`config.mk`:
```
export PLATFORM = sky130hd
export DESIGN_NAME = harmonic_sequencer
export DESIGN_NICKNAME = d
export VERILOG_FILES = /design/src/rtl/harmonic_seq_pkg.sv /design/src/rtl/sample_tick_timer.sv /design/src/rtl/harmonic_sequencer.sv
export SDC_FILE = /design/constraint.sdc
export NUM_CORES = 1
export LEC_CHECK = 0
export ABC_AREA = 1
export CAP_MARGIN = 15
export CORE_MARGIN = 2
export CORE_UTILIZATION = 35
export DETAILED_ROUTE_END_ITERATION = 10
export GPL_ROUTABILITY_DRIVEN = 0
export MAX_ROUTING_LAYER = met4
export PLACE_DENSITY = 0.63
export SYNTH_ARGS = -nofsm -noshare
export SYNTH_HDL_FRONTEND = slang
export SYNTH_SLANG_ARGS = --single-unit
```
`constraint.sdc`:
```
create_clock -name i_Clock -period 2.1 [get_ports i_Clock]
set_clock_uncertainty 0.15 [all_clocks]
set_input_delay 0.21 -clock i_Clock [delete_from_list [all_inputs] [get_ports i_Clock]]
set_output_delay 0.21 -clock i_Clock [all_outputs]
set_load 0.005 [all_outputs]
```
`src/rtl/harmonic_seq_pkg.sv`:
```
// Shared types and constants for the additive-oscillator frame sequencer.
package harmonic_seq_pkg;

  localparam int CLK_HZ              = 48_000_000;
  localparam int SAMPLE_HZ           = 48_000;
  localparam int DEF_SAMPLE_INTERVAL = CLK_HZ / SAMPLE_HZ;

  typedef enum logic [2:0] {
    IDLE, MULT, MULT_WAIT, ADD_START, NEXT, DONE, CLEAR
  } state_e;

  // Bits needed to index n items, never less than one.
  function automatic int cnt_width(input int n);
    int w;
    w = 1;
    while ((1 << w) < n) w++;
    return w;
  endfunction

endpackage

```
`src/rtl/sample_tick_timer.sv`:
```
// Free-running sample timer: counts 0..INTERVAL-1 and flags the last count.
module sample_tick_timer #(
  parameter int INTERVAL = 1000,
  parameter int W        = 16
)(
  input  logic i_Clock,
  input  logic i_Reset_n,
  output logic o_Tick
);

  logic [W-1:0] cnt_q, cnt_d;

  always_comb cnt_d = (cnt_q == W'(INTERVAL - 1)) ? '0 : cnt_q + 1'b1;

  always_ff @(posedge i_Clock or negedge i_Reset_n) begin
    if (!i_Reset_n) cnt_q <= '0;
    else            cnt_q <= cnt_d;
  end

  assign o_Tick = (cnt_q == W'(INTERVAL - 1));

endmodule

```
`src/rtl/harmonic_sequencer.sv`:
```
// Walks harmonics 0..L-1 once per sample tick, handshaking with the sample
// lookup, multiple scaler and round-robin adders; flags ticks that land mid-frame.
module harmonic_sequencer
  import harmonic_seq_pkg::*;
#(
  parameter int NUM_HARMONICS   = 50,
  parameter int HARM_W          = 8,
  parameter int NUM_CHANNELS    = 2,
  parameter int SAMPLE_INTERVAL = DEF_SAMPLE_INTERVAL,
  parameter int TIMER_W         = 16
)(
  input  logic                    i_Clock,
  input  logic                    i_Reset_n,
  input  logic [HARM_W-1:0]       i_Harmonic_Limit,
  input  logic                    i_Sample_Ready,
  input  logic                    i_Freq_Too_High,
  input  logic                    i_Mult_Ready,
  input  logic                    i_Comb_Muted,
  output logic [HARM_W-1:0]       o_Harmonic,
  output logic                    o_Next_Sample,
  output logic                    o_Mult_Start,
  output logic                    o_Mult_Restart,
  output logic [NUM_CHANNELS-1:0] o_Adder_Start,
  output logic                    o_Adder_Clear,
  output logic                    o_Latch_Totals,
  output logic                    o_DAC_Send,
  output logic                    o_Overrun,
  output logic [7:0]              o_Overrun_Count,
  output logic                    o_Busy
);

  localparam int CH_W = cnt_width(NUM_CHANNELS);

  state_e                  state_q, state_d;
  logic [HARM_W-1:0]       harm_q, harm_d, lim_q, lim_d, lim_in;
  logic [CH_W-1:0]         chan_q, chan_d;
  logic [7:0]              ovr_cnt_q, ovr_cnt_d;
  logic [NUM_CHANNELS-1:0] add_q, add_d;
  logic ns_q, ns_d, ms_q, ms_d, mr_q, mr_d, clr_q, clr_d, lat_q, lat_d;
  logic dac_q, dac_d, ovr_q, ovr_d, busy_q, busy_d;
  logic tick, last_harm;
  logic [HARM_W:0] harm_inc;

  sample_tick_timer #(.INTERVAL(SAMPLE_INTERVAL), .W(TIMER_W)) u_timer (
    .i_Clock  (i_Clock),
    .i_Reset_n(i_Reset_n),
    .o_Tick   (tick)
  );

  assign lim_in = (i_Harmonic_Limit == '0) ? HARM_W'(1) :
                  (i_Harmonic_Limit > HARM_W'(NUM_HARMONICS)) ? HARM_W'(NUM_HARMONICS) :
                  i_Harmonic_Limit;
  assign harm_inc  = {1'b0, harm_q} + 1'b1;
  assign last_harm = harm_inc >= {1'b0, lim_q};

  always_comb begin
    state_d = state_q;
    case (state_q)
      IDLE:      if (tick) state_d = ADD_START;
      MULT:      state_d = MULT_WAIT;
      MULT_WAIT: if (i_Mult_Ready) state_d = i_Comb_Muted ? NEXT : ADD_START;
      ADD_START: if (i_Sample_Ready) state_d = NEXT;
      NEXT:      state_d = (last_harm || i_Freq_Too_High) ? DONE : MULT;
      DONE:      state_d = CLEAR;
      CLEAR:     state_d = IDLE;
      default:   state_d = IDLE;
    endcase
  end

  always_comb begin
    harm_d    = harm_q;
    chan_d    = chan_q;
    lim_d     = lim_q;
    ovr_cnt_d = ovr_cnt_q;
    add_d     = '0;
    ns_d      = 1'b0;
    ms_d      = 1'b0;
    mr_d      = 1'b0;
    clr_d     = 1'b0;
    lat_d     = 1'b0;
    ovr_d     = 1'b0;
    dac_d     = tick;
    busy_d    = (state_d != IDLE);
    // A tick mid-frame is dropped; the DAC simply resends the old totals.
    if (tick && state_q != IDLE) begin
      ovr_d = 1'b1;
      if (ovr_cnt_q != 8'hFF) ovr_cnt_d = ovr_cnt_q + 8'd1;
    end
    case (state_q)
      IDLE: if (tick) begin
        ns_d   = 1'b1;
        mr_d   = 1'b1;
        harm_d = '0;
        chan_d = '0;
        lim_d  = lim_in;
      end
      MULT: ms_d = 1'b1;
      ADD_START: if (i_Sample_Ready)
        for (int c = 0; c < NUM_CHANNELS; c++) add_d[c] = (chan_q == CH_W'(c));
      NEXT: if (!(last_harm || i_Freq_Too_High)) begin
        ns_d   = 1'b1;
        harm_d = harm_inc[HARM_W-1:0];
        chan_d = (chan_q == CH_W'(NUM_CHANNELS - 1)) ? '0 : chan_q + 1'b1;
      end
      DONE:    lat_d = 1'b1;
      CLEAR:   clr_d = 1'b1;
      default: ;
    endcase
  end

  always_ff @(posedge i_Clock or negedge i_Reset_n) begin
    if (!i_Reset_n) begin
      state_q   <= IDLE;
      harm_q    <= '0;
      chan_q    <= '0;
      lim_q     <= HARM_W'(1);
      ovr_cnt_q <= '0;
      add_q     <= '0;
      ns_q      <= 1'b0;
      ms_q      <= 1'b0;
      mr_q      <= 1'b0;
      clr_q     <= 1'b0;
      lat_q     <= 1'b0;
      dac_q     <= 1'b0;
      ovr_q     <= 1'b0;
      busy_q    <= 1'b0;
    end else begin
      state_q   <= state_d;
      harm_q    <= harm_d;
      chan_q    <= chan_d;
      lim_q     <= lim_d;
      ovr_cnt_q <= ovr_cnt_d;
      add_q     <= add_d;
      ns_q      <= ns_d;
      ms_q      <= ms_d;
      mr_q      <= mr_d;
      clr_q     <= clr_d;
      lat_q     <= lat_d;
      dac_q     <= dac_d;
      ovr_q     <= ovr_d;
      busy_q    <= busy_d;
    end
  end

  assign o_Harmonic      = harm_q;
  assign o_Next_Sample   = ns_q;
  assign o_Mult_Start    = ms_q;
  assign o_Mult_Restart  = mr_q;
  assign o_Adder_Start   = add_q;
  assign o_Adder_Clear   = clr_q;
  assign o_Latch_Totals  = lat_q;
  assign o_DAC_Send      = dac_q;
  assign o_Overrun       = ovr_q;
  assign o_Overrun_Count = ovr_cnt_q;
  assign o_Busy          = busy_q;

endmodule

```
# Word level (Yosys, flattened, before mapping)
# Cells that the tools add are included.
# word_totals
input_bits	14
reg_bits	54
out_inout_bits	26
# op_classes
bitwise	1
addsub	4
n_eq_ne	10
n_reduce_logical	10
order_cmp	2
muxes	26
# ops
op	count
$mux 8	4
$pmux 3 s6	1
$add 16x1->16 const B	1
$eq 16x10->1 const B	1
$mux 16	1
$pmux 8 s2	1
$mux 3	5
$mux 1	10
$add 8x1->9 const B	1
$eq 3x3->1 const B	3
$ge 9x8->1	1
$add 8x1->8 const B	1
$gt 8x6->1 const B	1
$logic_not 8->1	1
$ne 8x8->1 const B	1
$eq 3x2->1 const B	2
$reduce_bool 3->1	2
$mux 2	2
$ne 2x2->1 const B	2
$pmux 1 s2	2
$reduce_and 2->1	2
$eq 3x1->1 const B	1
$logic_not 3->1	1
$reduce_and 3->1	1
5 further kinds	5

# Longest topological paths before layout
# Gate-level depths: netlist (run 1).
# logic_depth
depth_word	6
ltp_mapped	19
mapped_depth_nobuf	19

# Hierarchy
# A second synthesis (run 1) with hierarchy kept.
# hier_totals
cells_unflattened	374
area_unflattened_um2	2887.8
# modules_own_cells
module	n_inst	cells_per_inst	seq_area_each_um2	area_per_inst_um2
harmonic_sequencer	1	237	952.2	1979.4
sample_tick_timer	1	137	400.4	908.4

# Least setup slack after synthesis (run 1)
# OpenSTA, ideal clock, no wires.
# synth_timing
path_kind	reg2reg
startpoint	register harm_q[0], in the netlist o_Harmonic[0]
endpoint	register harm_q[6], in the netlist o_Harmonic[6]
arrival_time_ps	2047
path_stages_with_launch	20
n_path_buf	0
setup_slack_ps	-162
setup_time_ps	66
required_ps	1884
cell_sequence	dfrtp_1 -> ha_1 -> nand2_1 -> inv_1 -> nand2_2 -> nand2_1 -> inv_1 -> nor2_1 -> ha_1 -> nand2_1 -> inv_1 -> nand2_1 -> nand3_1 -> nand2_1 -> nand2_1 -> nand2_1 -> nand3_2 -> nand2_4 -> nand2_1 -> nand2_1
# synth_between
elab_chain_cells	5
elab_cells_between_ends	7
# synth_lines
item	line_no	source
from (decl)	harmonic_sequencer.sv:35	logic [HARM_W-1:0] harm_q, harm_d, lim_q, lim_d, lim_in;
from (signal assigned)	harmonic_sequencer.sv:129	harm_q <= harm_d;
$add 8x1->9 *	harmonic_sequencer.sv:53	assign harm_inc = {1'b0, harm_q} + 1'b1;
$ge 9x8->1	harmonic_sequencer.sv:54	assign last_harm = harm_inc >= {1'b0, lim_q};
$logic_or 1x1->1	harmonic_sequencer.sv:100	NEXT: if (!(last_harm || i_Freq_Too_High)) begin
$ne 2x2->1 (no source line)	n/a	
$reduce_and 3->1 (no source line)	n/a	
# Mark *: on every way between the ends. The rest lies on a longest branch, timed or not. The select of a mux whose other input is x is not followed.
# A chain may end at the register's enable or synchronous reset.

# Worst setup path after layout (run 1)
# layout_timing
startpoint	register harm_q[0], in the netlist o_Harmonic[0]
endpoint	register chan_q
# layout_between
elab_chain_cells	5
# layout_lines
item	line_no	source
$add 8x1->9	harmonic_sequencer.sv:53	
$ge 9x8->1	harmonic_sequencer.sv:54	
$logic_or 1x1->1	harmonic_sequencer.sv:100	
$ne 2x2->1 (no source line)	n/a	
$reduce_and 3->1 (no source line)	n/a	
to (signal assigned)	harmonic_sequencer.sv:130	chan_q <= chan_d;
to (decl)	harmonic_sequencer.sv:36	logic [CH_W-1:0] chan_q, chan_d;
# No other way between the ends.

==> results of run 1 <==
-- cell type report --
| cell class | count | area share (%) |
|---|---|---|
| Multi-Input combinational cell | 248 | 38.69 |
| Timing Repair Buffer | 61 | 14.54 |
| Clock buffer | 6 | 1.866 |
| Tap cell | 105 | 3.377 |
| Sequential cell | 54 | 34.77 |
| Inverter | 60 | 5.790 |
| Clock inverter | 2 | 0.9649 |
-- path summary, 6_finish.rpt --
check / startpoint / endpoint / slack [ns] / cells past startpoint
min: i_Reset_n / o_Latch_Totals$_DFF_PN0_ / 0.27 / 3
max in group asynchronous: i_Reset_n / lim_q[0]$_DFFE_PN1P_ / 1.21 / 3
max reg2reg: o_Harmonic[0]$_DFFE_PN0P_ / chan_q$_DFFE_PN0P_ / -0.31 / 19
min in group i_Clock: u_timer.cnt_q[0]$_DFF_PN0_ / u_timer.cnt_q[0]$_DFF_PN0_ / 0.32 / 1
min reg2reg: u_timer.cnt_q[0]$_DFF_PN0_ / u_timer.cnt_q[0]$_DFF_PN0_ / 0.32 / 1
max: o_Harmonic[0]$_DFFE_PN0P_ / chan_q$_DFFE_PN0P_ / -0.31 / 19
-- layout by cell type, fill, tap and decap left out, types with 10 or more instances in the layout --
master / instances
nand2_1: 63
inv_1: 53
dfrtp_1: 53
clkdlybuf4s50_1: 38
nand3_1: 34
nor2_1: 34
buf_4: 20
nand2_2: 14
nor3_1: 13
xor2_1: 11
ha_1: 10
-- worst max-delay path, stage by stage, from the launching register on --
cell and delay, ns:
dfrtp_1 0.42, ha_2 0.21, nand2_2 0.07, inv_2 0.05, nand2_4 0.08, nand2_2 0.05
inv_2 0.05, nor2_1 0.04, ha_1 0.31, nand2_2 0.10, inv_2 0.03, nand2_1 0.05
nand3_1 0.08, nand2_1 0.06, nand2_1 0.05, nand2_2 0.10, nand3_4 0.16, nand2_4 0.16
nand2_1 0.07, nand2_1 0.05
-- timing repair --
| action | in CTS | in global routing |
|---|---|---|
| setup buffers | 3 | 2 |
| endpoints found under the setup margin | 12 | 12 |
| pin swaps | 6 | 7 |
| endpoints found under the hold margin | 53 | 0 |
| cloned | 2 | 0 |
| hold buffers | 1 | 0 |
| gates resized for setup | 11 | 14 |
-- per-layer routing --
| layer | global-route usage (%) | vias to the layer above | share of wire [%] |
|---|---|---|---|
| li1 | - | 1303 | - |
| met1 | 18.45 | 1184 | 44 |
| met2 | 25.29 | 60 | 49 |
| met3 | 3.026 | 12 | 4.0 |
| met4 | 5.047 | 0 | 2.1 |
| met5 | - | - | 0 |
-- state kept, by name, summed over array words and instances (netlist names), 2 cells and up --
signal	flops
o_Adder_Start	2
state_q	3
u_timer.cnt_q	16
o_Overrun_Count	8
o_Harmonic	8
lim_q	8
-- power by group through the flow --
stage               Sequential [mW]  Clock [mW]  Combinational, mW
floorplan                      1.06           0             0.0123
global placement               1.06           0             0.0666
detailed placement             1.06           0             0.0674
CTS                            1.04       0.735             0.0706
global route                   1.04       0.765             0.0771
finish                         1.04       0.692             0.0680
-- through the flow --
step	setup slack, ns	utilization, %	hold WS [ns]
after CTS	-0.2739	46.47	0.2829
after floorplan	-0.09131	-	-0.2356
after global placement	-0.2360	43.97	0.07779
final	-0.3103	47.11	0.2715
after global routing	-0.5112	47.11	0.2944
after detailed placement	-0.3013	43.97	0.08070
-- kinds of logic (layout without fill, tap and decap cells) --
| family | Yosys count | after routing | share of synthesized area (%) |
|---|---|---|---|
| XOR/XNOR | 15 | 15 | 4.395 |
| buffers and inverters | 63 | 129 | 8.455 |
| AO/OA/AOI/OAI | 27 | 27 | 5.024 |
| AND/OR/NAND/NOR | 193 | 195 | 32.27 |
| flip-flops | 54 | 54 | 45.25 |
| adder cells (fa/ha/maj) | 11 | 11 | 4.604 |
==> impl_results.md, run 1 <==
- Outcome: finished with violations
- Failing checks: setup timing
- Slew @ Worst Pin: 0.5388 ns
- FP Rows: 33
- Mapped Area: 0.002989 mm²
- Period utilization: 114.8%
- Most common cell in the netlist: nand2_1
- Layout area overhead: 30.14%
- Initial antenna violation count: 0
- Post-synthesis cell type count: 38
- Count of input and output buffers: 39
- Clock Sinks: 54
- TritonRoute pass-1 iters: 4
- Pint: 1.427 mW
- Startpoint Class: flip-flop
- CORE AREA: 0.008258 mm²
- Placed cells: 520
- Synth warnings: 0
- Static leakage: 2.066 nW
- Layout cells sized above 1: 18.10%
- Detailed Place HPWL: 4445 µm
- Overall Power: 1.801 mW
- Detailed-route via count: 2,559
- H-tree depth: 2
- Async S/R FF share, synth: 100.0%
- VDD IR-drop max: 0.2450 mV
- Synth Register Bits: 54
- DRC errors left: 0
- Detailed Route WL: 6249 µm
- Top area cells in the synthesized netlist: dfrtp_1, nand2_1, inv_1, nand3_1, nor2_1
- Cell Area, Placed: 0.003631 mm²
- Avg Inst Size Synth: 8.234 µm²
- Post-synth top area share: 44.37%
- Total grt overflow: 0
- Switching power: 373.5 µW
- DR iter-0 viols: 83
- Num CTS Buffers: 5
- Fmax: 414.9 MHz
- Setup WS post-layout: -0.3103 ns
- Area of the multi-input gates: 0.001505 mm²
- Clock root buffer: clkbuf_8
- Die area: 0.009296 mm²
- Worst-Skew Late Latency: 0.30 ns
- WL per Instance: 11.66 µm
- Area leader, netlist: dfrtp_1
- Gr usage total: 15.15%
- Main flop type after synthesis: dfrtp_1
- Syn nets: 388
- Critical Path AT: 2.51 ns
- Endpoints failing setup: 12
- Seq/Total Area, Yosys: 45.25%
- Crit end category: flip-flop
- Seq pwr share: 57.8%
- Max-slew violations: 0
- Reg area: 0.001353 mm²
- CP max FO: 6
- Final Hold Fails: 0
- Post-route antenna net violation count: 0
- Crit path kind: flip-flop to flip-flop
- Final nets: 455
- Slew HR: 63.75%
- Ant diodes: 0
- Vias/cell: 4.774
- Die Span X: 96.42 µm
- Non-Filler Instances: 536
- Largest net degree at the start of global routing: 55
- First-pass GRT wire length: 10,940 µm
- Post-Synthesis Cells: 363
- RSZ-0062 raised after global routing: yes
- List of most frequent post-synthesis cells: nand2_1, inv_1, dfrtp_1
- Num ports: 40
- Number of synthesized flops with an enable pin: 0
- Combinational share of power: 3.8%
- Vias in the first global route: 2,492
- Final Instance Area: 0.003890 mm²
- Sw Share: 20.74%
- Clock power frac: 38.4%
- Worst EP required: 2.20 ns
- Clk slew on worst S/H paths: 0.10 ns
- Fillers: 821
- Crit path time final: 2.410 ns
- CTS max path bufs: 2
- Worst Hold Class: input port to asynchronous set/reset pin
- CTS tree: yes
- Setup TNS: -3.290 ns
- Initial Utilization: 36.20%
- Die height: 96.42 µm
- Pwr per Cell Area: 463.0 mW/mm²
- Max cap viols: 0
Note: power is estimated with default switching activity, not from simulation.
==> inputs of run 2 (changes only) <==
- CORE_UTILIZATION: 35 -> 45
- PLACE_DENSITY: 0.63 -> 0.76
==> run 2 against run 1 <==
The run still ends with setup timing left. Via count is 0.94% lower. Global-route usage is 3.2 points higher. Clock-buffer cell count rose by 1. Sequential share of layout area increased by 0.99 points. Power shrank 4.2%. First-iteration DRC count decreased by 3.6%. Sequential power about the same. Core utilization is 12 points higher. Register-to-register slack better by 0.05 ns. Combinational power hardly changed. Critical path depth stayed put. Cell count down 6.0%. Highest routed layer unchanged.
==> impl_results.md, run 2 (synthesis gave the netlist of run 1 again) <==
- Outcome: finished with violations (unchanged)
- Failing checks: setup timing (unchanged)
- Die area: 0.007310 mm² (was 0.009296 mm²)
- Crit end category: flip-flop (unchanged)
- Ant diodes: 0 (unchanged)
- CTS tree: yes (unchanged)
- Biggest register: u_timer.cnt_q (unchanged)
- Clk slew on worst S/H paths: 0.09 ns (was 0.10 ns)
- Slew HR: 72.63% (was 63.75%)
- Cell Area, Placed: 0.003581 mm² (was 0.003631 mm²)
- Max-slew violations: 0 (unchanged)
- DRC errors left: 0 (unchanged)
- RSZ-0062 raised after global routing: yes (unchanged)
- Clock Sinks: 54 (unchanged)
- Fillers: 556 (was 821)
- Max FFs per register: 16 (unchanged)
- Detailed-route via count: 2,535 (was 2,559)
- Initial Utilization: 46.81% (was 36.20%)
- CORE AREA: 0.006386 mm² (was 0.008258 mm²)
- Total grt overflow: 0 (unchanged)
- Vias/cell: 5.030 (was 4.774)
- VDD IR-drop max: 0.3092 mV (was 0.2450 mV)
- Max cap viols: 0 (unchanged)
- Worst Hold Class: input port to asynchronous set/reset pin (unchanged)
- Clock root buffer: clkbuf_8 (unchanged)
- Top sig layer: met4 (unchanged)
- Final Hold Fails: 0 (unchanged)
- Final nets: 451 (was 455)
- Endpoints failing setup: 12 (unchanged)
- CTS max path bufs: 2 (unchanged)
- Crit path time final: 2.360 ns (was 2.410 ns)
- CP max FO: 6 (unchanged)
- WL per Instance: 11.84 µm (was 11.66 µm)
- Vias in the first global route: 2,505 (was 2,492)
- Final Instance Area: 0.003782 mm² (was 0.003890 mm²)
- DR WL met2: 2833 µm (was 3086 µm)
- Core Util, Final: 59.23% (was 47.11%)
- Met3 wire length: 259 µm (was 253 µm)
- Initial antenna violation count: 0 (unchanged)
- Setup TNS: -2.641 ns (was -3.290 ns)
- Setup WS post-layout: -0.2595 ns (was -0.3103 ns)
- Worst EP required: 2.15 ns (was 2.20 ns)
- Static leakage: 2.006 nW (was 2.066 nW)
- Wire length on met1: 2784 µm (was 2777 µm)
- Count of input and output buffers: 39 (unchanged)
- Die height: 85.50 µm (was 96.42 µm)
- Crit path kind: flip-flop to flip-flop (unchanged)
- FP Rows: 29 (was 33)
- Num CTS Buffers: 5 (unchanged)
- Commonest non-fill, non-tap cell in the layout: nand2_1 (unchanged)
- Post-route antenna net violation count: 0 (unchanged)
- Critical Path AT: 2.41 ns (was 2.51 ns)
- Largest net degree at the start of global routing: 55 (unchanged)
- DR iter-0 viols: 80 (was 83)
- H-tree depth: 2 (unchanged)
- Fmax: 423.8 MHz (was 414.9 MHz)
- Gr usage total: 18.33% (was 15.15%)
- Layout cells sized above 1: 15.93% (was 18.10%)
- Worst-Skew Late Latency: 0.31 ns (was 0.30 ns)
- Most frequent cells in the layout: nand2_1, inv_1, dfrtp_1, clkdlybuf4s50_1, nand3_1 (was nand2_1, inv_1, dfrtp_1, clkdlybuf4s50_1)
- Pwr per Cell Area: 456.1 mW/mm² (was 463.0 mW/mm²)
- Period utilization: 112.4% (was 114.8%)
- Detailed Route WL: 5965 µm (was 6249 µm)
- Num ports: 40 (unchanged)
- First-pass GRT wire length: 10,670 µm (was 10,940 µm)
- Startpoint Class: flip-flop (unchanged)
- Die Span X: 85.50 µm (was 96.42 µm)
- Layout area overhead: 26.54% (was 30.14%)
- Detailed Place HPWL: 4274 µm (was 4445 µm)
- TritonRoute pass-1 iters: 4 (unchanged)
- Slew @ Worst Pin: 0.4097 ns (was 0.5388 ns)
[run 2: area by class of cell]
class                   instances  area (µm²)  share of cell area (%)
well taps                      77       96.34                   2.547
flip-flops and latches         54        1353                   35.76
repair buffers                 57       539.3                   14.26
clock buffers                   7       86.33                   2.282
clock inverters                 1       8.758                  0.2316
inverters                      60       225.2                   5.954
multi-input cells             248        1474                   38.97
[run 2: critical path, cell delays in order (launching register included)]
cell and delay (ns):
dfrtp_1 0.41, ha_2 0.20, nand2_2 0.07, inv_2 0.05, nand2_4 0.09, nand2_2 0.06, inv_2 0.06, nor2_2 0.03
ha_1 0.28, nand2_1 0.07, nor2_1 0.10, nand2_1 0.06, nand3_1 0.06, nand2_1 0.05, nand2_1 0.06, nand2_2 0.10
nand3_4 0.13, nand2_4 0.09, nand2_1 0.08, nand2_1 0.06
[run 2: repair_timing]
item / in CTS / in global routing
hold buffers: 1 / 0
pin swaps: 4 / 7
endpoints found under the setup margin: 12 / 12
setup buffers: 2 / 1
endpoints found under the hold margin: 53 / 0
cloned: 2 / 0
resized for setup: 4 / 16
[run 2: worst paths after layout]
path                       cells after the start  slack (ns)                    endpoint                       start
max                                           19       -0.26   o_Harmonic[3]$_DFFE_PN0P_   o_Harmonic[1]$_DFFE_PN0P_
min in group i_Clock                           1        0.32  u_timer.cnt_q[0]$_DFF_PN0_  u_timer.cnt_q[0]$_DFF_PN0_
max reg2reg                                   19       -0.26   o_Harmonic[3]$_DFFE_PN0P_   o_Harmonic[1]$_DFFE_PN0P_
min reg2reg                                    1        0.32  u_timer.cnt_q[0]$_DFF_PN0_  u_timer.cnt_q[0]$_DFF_PN0_
max in group asynchronous                      3        1.24        lim_q[0]$_DFFE_PN1P_                   i_Reset_n
min                                            3        0.26      o_Mult_Start$_DFF_PN0_                   i_Reset_n
[run 2: metrics by stage]
step | instances | total power [mW] | worst slack (ns) | hold WS, ns
after floorplan | 363 | 1.074 | -0.09131 | -0.2356
after global placement | 490 | 1.127 | -0.2032 | 0.07022
after detailed placement | 490 | 1.128 | -0.2671 | 0.07478
after CTS | 503 | 1.740 | -0.2146 | 0.2745
after global routing | 504 | 1.786 | -0.4104 | 0.2863
final | 504 | 1.725 | -0.2595 | 0.2599
[run 2: report_power, final]
group,internal [mW],switching [mW],leakage (nW)
Clock,0.273,0.343,0.0489
Combinational,0.0310,0.0370,1.25
Sequential,1.04,0.000395,0.711
Total,1.34,0.380,2.01
[run 2: metal layers]
layer	up-vias	GRT usage (%)
met5	-	-
met4	0	4.329
met3	13	4.139
met2	55	30.47
met1	1174	22.93
li1	1293	-
==> inputs of run 3 (changes only) <==
--- a/config.mk
+++ b/config.mk
@@ -8,4 +8,5 @@
 export ABC_AREA = 1
 export CAP_MARGIN = 15
+export CORE_ASPECT_RATIO = 0.5
 export CORE_MARGIN = 2
 export CORE_UTILIZATION = 45
@@ -13,5 +14,5 @@
 export GPL_ROUTABILITY_DRIVEN = 0
 export MAX_ROUTING_LAYER = met4
-export PLACE_DENSITY = 0.76
+export PLACE_DENSITY = 0.7
 export SYNTH_ARGS = -nofsm -noshare
 export SYNTH_HDL_FRONTEND = slang
--- a/constraint.sdc
+++ b/constraint.sdc
@@ -3,3 +3,3 @@
 set_input_delay 0.21 -clock i_Clock [delete_from_list [all_inputs] [get_ports i_Clock]]
 set_output_delay 0.21 -clock i_Clock [all_outputs]
-set_load 0.005 [all_outputs]
+set_load 0.01 [all_outputs]
==> run 3 against run 2 <==
The run still ends with setup timing left. Global-route usage increased by 0.96 points. Clock power increased by 33%. Cell count increased by 2.2%. Sequential power about the same. Register-to-register slack about the same. Routed wire length increased by 9.5%. Via count increased by 1.1%. Cell area increased by 3.1%. Highest routed layer unchanged.
==> impl_results.md, run 3 (synthesis gave the netlist of run 1 again) <==
- Vias/cell: 4.979 (was 5.030)
- Max cap viols: 0 (unchanged)
- Outcome: finished with violations (unchanged)
- Setup TNS: -2.689 ns (was -2.641 ns)
- Static leakage: 2.030 nW (was 2.006 nW)
- Failing checks: setup timing (unchanged)
- Detailed-route via count: 2,564 (was 2,535)
- VDD IR-drop max: 0.3150 mV (was 0.3092 mV)
- Num ports: 40 (unchanged)
- TritonRoute pass-1 iters: 5 (was 4)
- Largest net degree at the start of global routing: 55 (unchanged)
- Worst EP required: 2.18 ns (was 2.15 ns)
- Placed cells: 501 (was 490)
- CTS max path bufs: 2 (unchanged)
- Seq pwr share: 54.0% (was 60.3%)
- Worst Hold Class: flip-flop to flip-flop (was input port to asynchronous set/reset pin)
- Final Hold Fails: 0 (unchanged)
- Sw Share: 21.56% (was 22.05%)
- Max-slew violations: 0 (unchanged)
- CTS tree: yes (unchanged)
- Clock Sinks: 54 (unchanged)
- Worst-Skew Late Latency: 0.29 ns (was 0.31 ns)
- Endpoints failing setup: 12 (unchanged)
- Num CTS Buffers: 5 (unchanged)
- Gr usage total: 19.28% (was 18.33%)
- Detailed Route WL: 6533 µm (was 5965 µm)
- Combinational share of power: 3.4% (was 3.9%)
- CORE AREA: 0.006231 mm² (was 0.006386 mm²)
- Non-Filler Instances: 515 (was 504)
- H-tree depth: 2 (unchanged)
- RSZ-0062 raised after global routing: yes (unchanged)
- Post-route antenna net violation count: 0 (unchanged)
- Setup WS post-layout: -0.2485 ns (was -0.2595 ns)
- Fillers: 501 (was 556)
- Slew HR: 55.13% (was 72.63%)
- CP max FO: 6 (unchanged)
- Initial antenna violation count: 0 (unchanged)
- Pwr per Cell Area: 494.0 mW/mm² (was 456.1 mW/mm²)
- Clock power frac: 42.6% (was 35.7%)
- DR iter-0 viols: 140 (was 80)
- Max FFs per register: 16 (unchanged)
- Layout cells sized above 1: 17.33% (was 15.93%)
- Slew @ Worst Pin: 0.6730 ns (was 0.4097 ns)
- Count of input and output buffers: 39 (unchanged)
- Initial Utilization: 47.97% (was 46.81%)
- Vias in the first global route: 2,416 (was 2,505)
- Biggest register: u_timer.cnt_q (unchanged)
- Pint: 1.511 mW (was 1.345 mW)
- Period utilization: 111.8% (was 112.4%)
- Final nets: 451 (unchanged)
- First-pass GRT wire length: 10,740 µm (was 10,670 µm)
- Crit path kind: flip-flop to flip-flop (unchanged)
- DRC errors left: 0 (unchanged)
- Switching power: 415.4 µW (was 380.4 µW)
- Fmax: 425.8 MHz (was 423.8 MHz)
- Clk slew on worst S/H paths: 0.07 ns (was 0.09 ns)
- Ant diodes: 0 (unchanged)
- Commonest non-fill, non-tap cell in the layout: nand2_1 (unchanged)
- Total grt overflow: 0 (unchanged)
- Layout area overhead: 30.47% (was 26.54%)
- Detailed Place HPWL: 4477 µm (was 4274 µm)
- Overall Power: 1.927 mW (was 1.725 mW)
- Die Span X: 119.3 µm (was 85.50 µm)
- Critical Path AT: 2.43 ns (was 2.41 ns)
- Die height: 61.63 µm (was 85.50 µm)
- Place WS: -0.2615 ns (was -0.2671 ns)
- Startpoint Class: flip-flop (unchanged)
- Most frequent cells in the layout: nand2_1, inv_1, dfrtp_1, clkdlybuf4s50_1, nand3_1 (unchanged)
- Clock root buffer: clkbuf_16 (was clkbuf_8)
- Die area: 0.007350 mm² (was 0.007310 mm²)
- Crit end category: flip-flop (unchanged)
- FP Rows: 20 (was 29)
- Crit path time final: 2.349 ns (was 2.360 ns)
- WL per Instance: 12.69 µm (was 11.84 µm)
- Core Util, Final: 62.59% (was 59.23%)
## run 3: cell count changes in the layout (fill, tap and decap cells not counted), moves of 2 or more
cell and delta:
clkbuf_8 -6, clkbuf_16 +5, ha_4 +3, nor2_1 -3, ha_1 -2, nand2_2 -2, nor2_2 +2
## run 3: critical path, cell delays in order, from the launching register on
cell and delay [ns]:
dfrtp_1 0.41, ha_4 0.16, nand2_2 0.05, inv_2 0.08
nand2_4 0.08, nand2_2 0.07, inv_2 0.04, nor2_2 0.13
ha_4 0.23, a21oi_2 0.13, nand3_1 0.09, nand2_1 0.06
nand2_1 0.06, nand2_2 0.11, nand3_4 0.16, nand2_8 0.15
nand2_2 0.05, nand2_1 0.07
## run 3: stage by stage
stage / hold WS (ns) / instance area, µm²
final: 0.3163 / 3900
after global routing: 0.3430 / 3900
after CTS: 0.3217 / 3791
after detailed placement: 0.2326 / 3583
after global placement: 0.2183 / 3583
after floorplan: -0.2356 / 3010
## run 3: what timing repair did
action,CTS,global route
hold buffers,1,0
gates cloned,2,1
pin swaps,4,5
resized for setup,4,22
buffers inserted,1,1
endpoints found under the setup margin,12,18
endpoints found under the hold margin,53,0
## run 3: area by class of cell
cell class / instances / area (µm²) / share of cell area [%]
multi-input combinational: 249 / 1549 / 39.72
sequential: 54 / 1354 / 34.71
timing repair buffer: 56 / 515.5 / 13.22
inverter: 60 / 225.2 / 5.775
clock buffer: 5 / 125.1 / 3.208
tap: 88 / 110.1 / 2.823
clock inverter: 3 / 21.27 / 0.5454
## run 3: routing by layer
layer	GRT usage (%)	vias to the layer above	part of all wire (%)
met2	33.09	42	48
met4	7.143	0	1.5
li1	-	1312	-
met1	23.97	1200	48
met5	-	-	0
met3	2.870	10	2.9
## run 3: final timing paths
check,from,end,slack (ns),depth (start not counted)
setup / recovery,o_Harmonic[1]$_DFFE_PN0P_,o_Harmonic[4]$_DFFE_PN0P_,-0.25,17
hold / removal,lim_q[6]$_DFFE_PN0P_,lim_q[6]$_DFFE_PN0P_,0.32,2
setup reg to reg,o_Harmonic[1]$_DFFE_PN0P_,o_Harmonic[4]$_DFFE_PN0P_,-0.25,17
hold reg to reg,lim_q[6]$_DFFE_PN0P_,lim_q[6]$_DFFE_PN0P_,0.32,2
max in group asynchronous,i_Reset_n,o_Harmonic[0]$_DFFE_PN0P_,0.88,3
min in group asynchronous,i_Reset_n,u_timer.cnt_q[1]$_DFF_PN0_,0.44,3
## run 3: power groups by stage
stage / clock network, mW / logic [mW] / registers, mW
2_1_floorplan: 0 / 0.0123 / 1.06
3_3_place_gp: 0 / 0.0612 / 1.06
3_5_place_dp: 0 / 0.0634 / 1.06
4_1_cts: 0.845 / 0.0667 / 1.04
5_1_grt: 0.886 / 0.0733 / 1.04
6_report: 0.821 / 0.0649 / 1.04
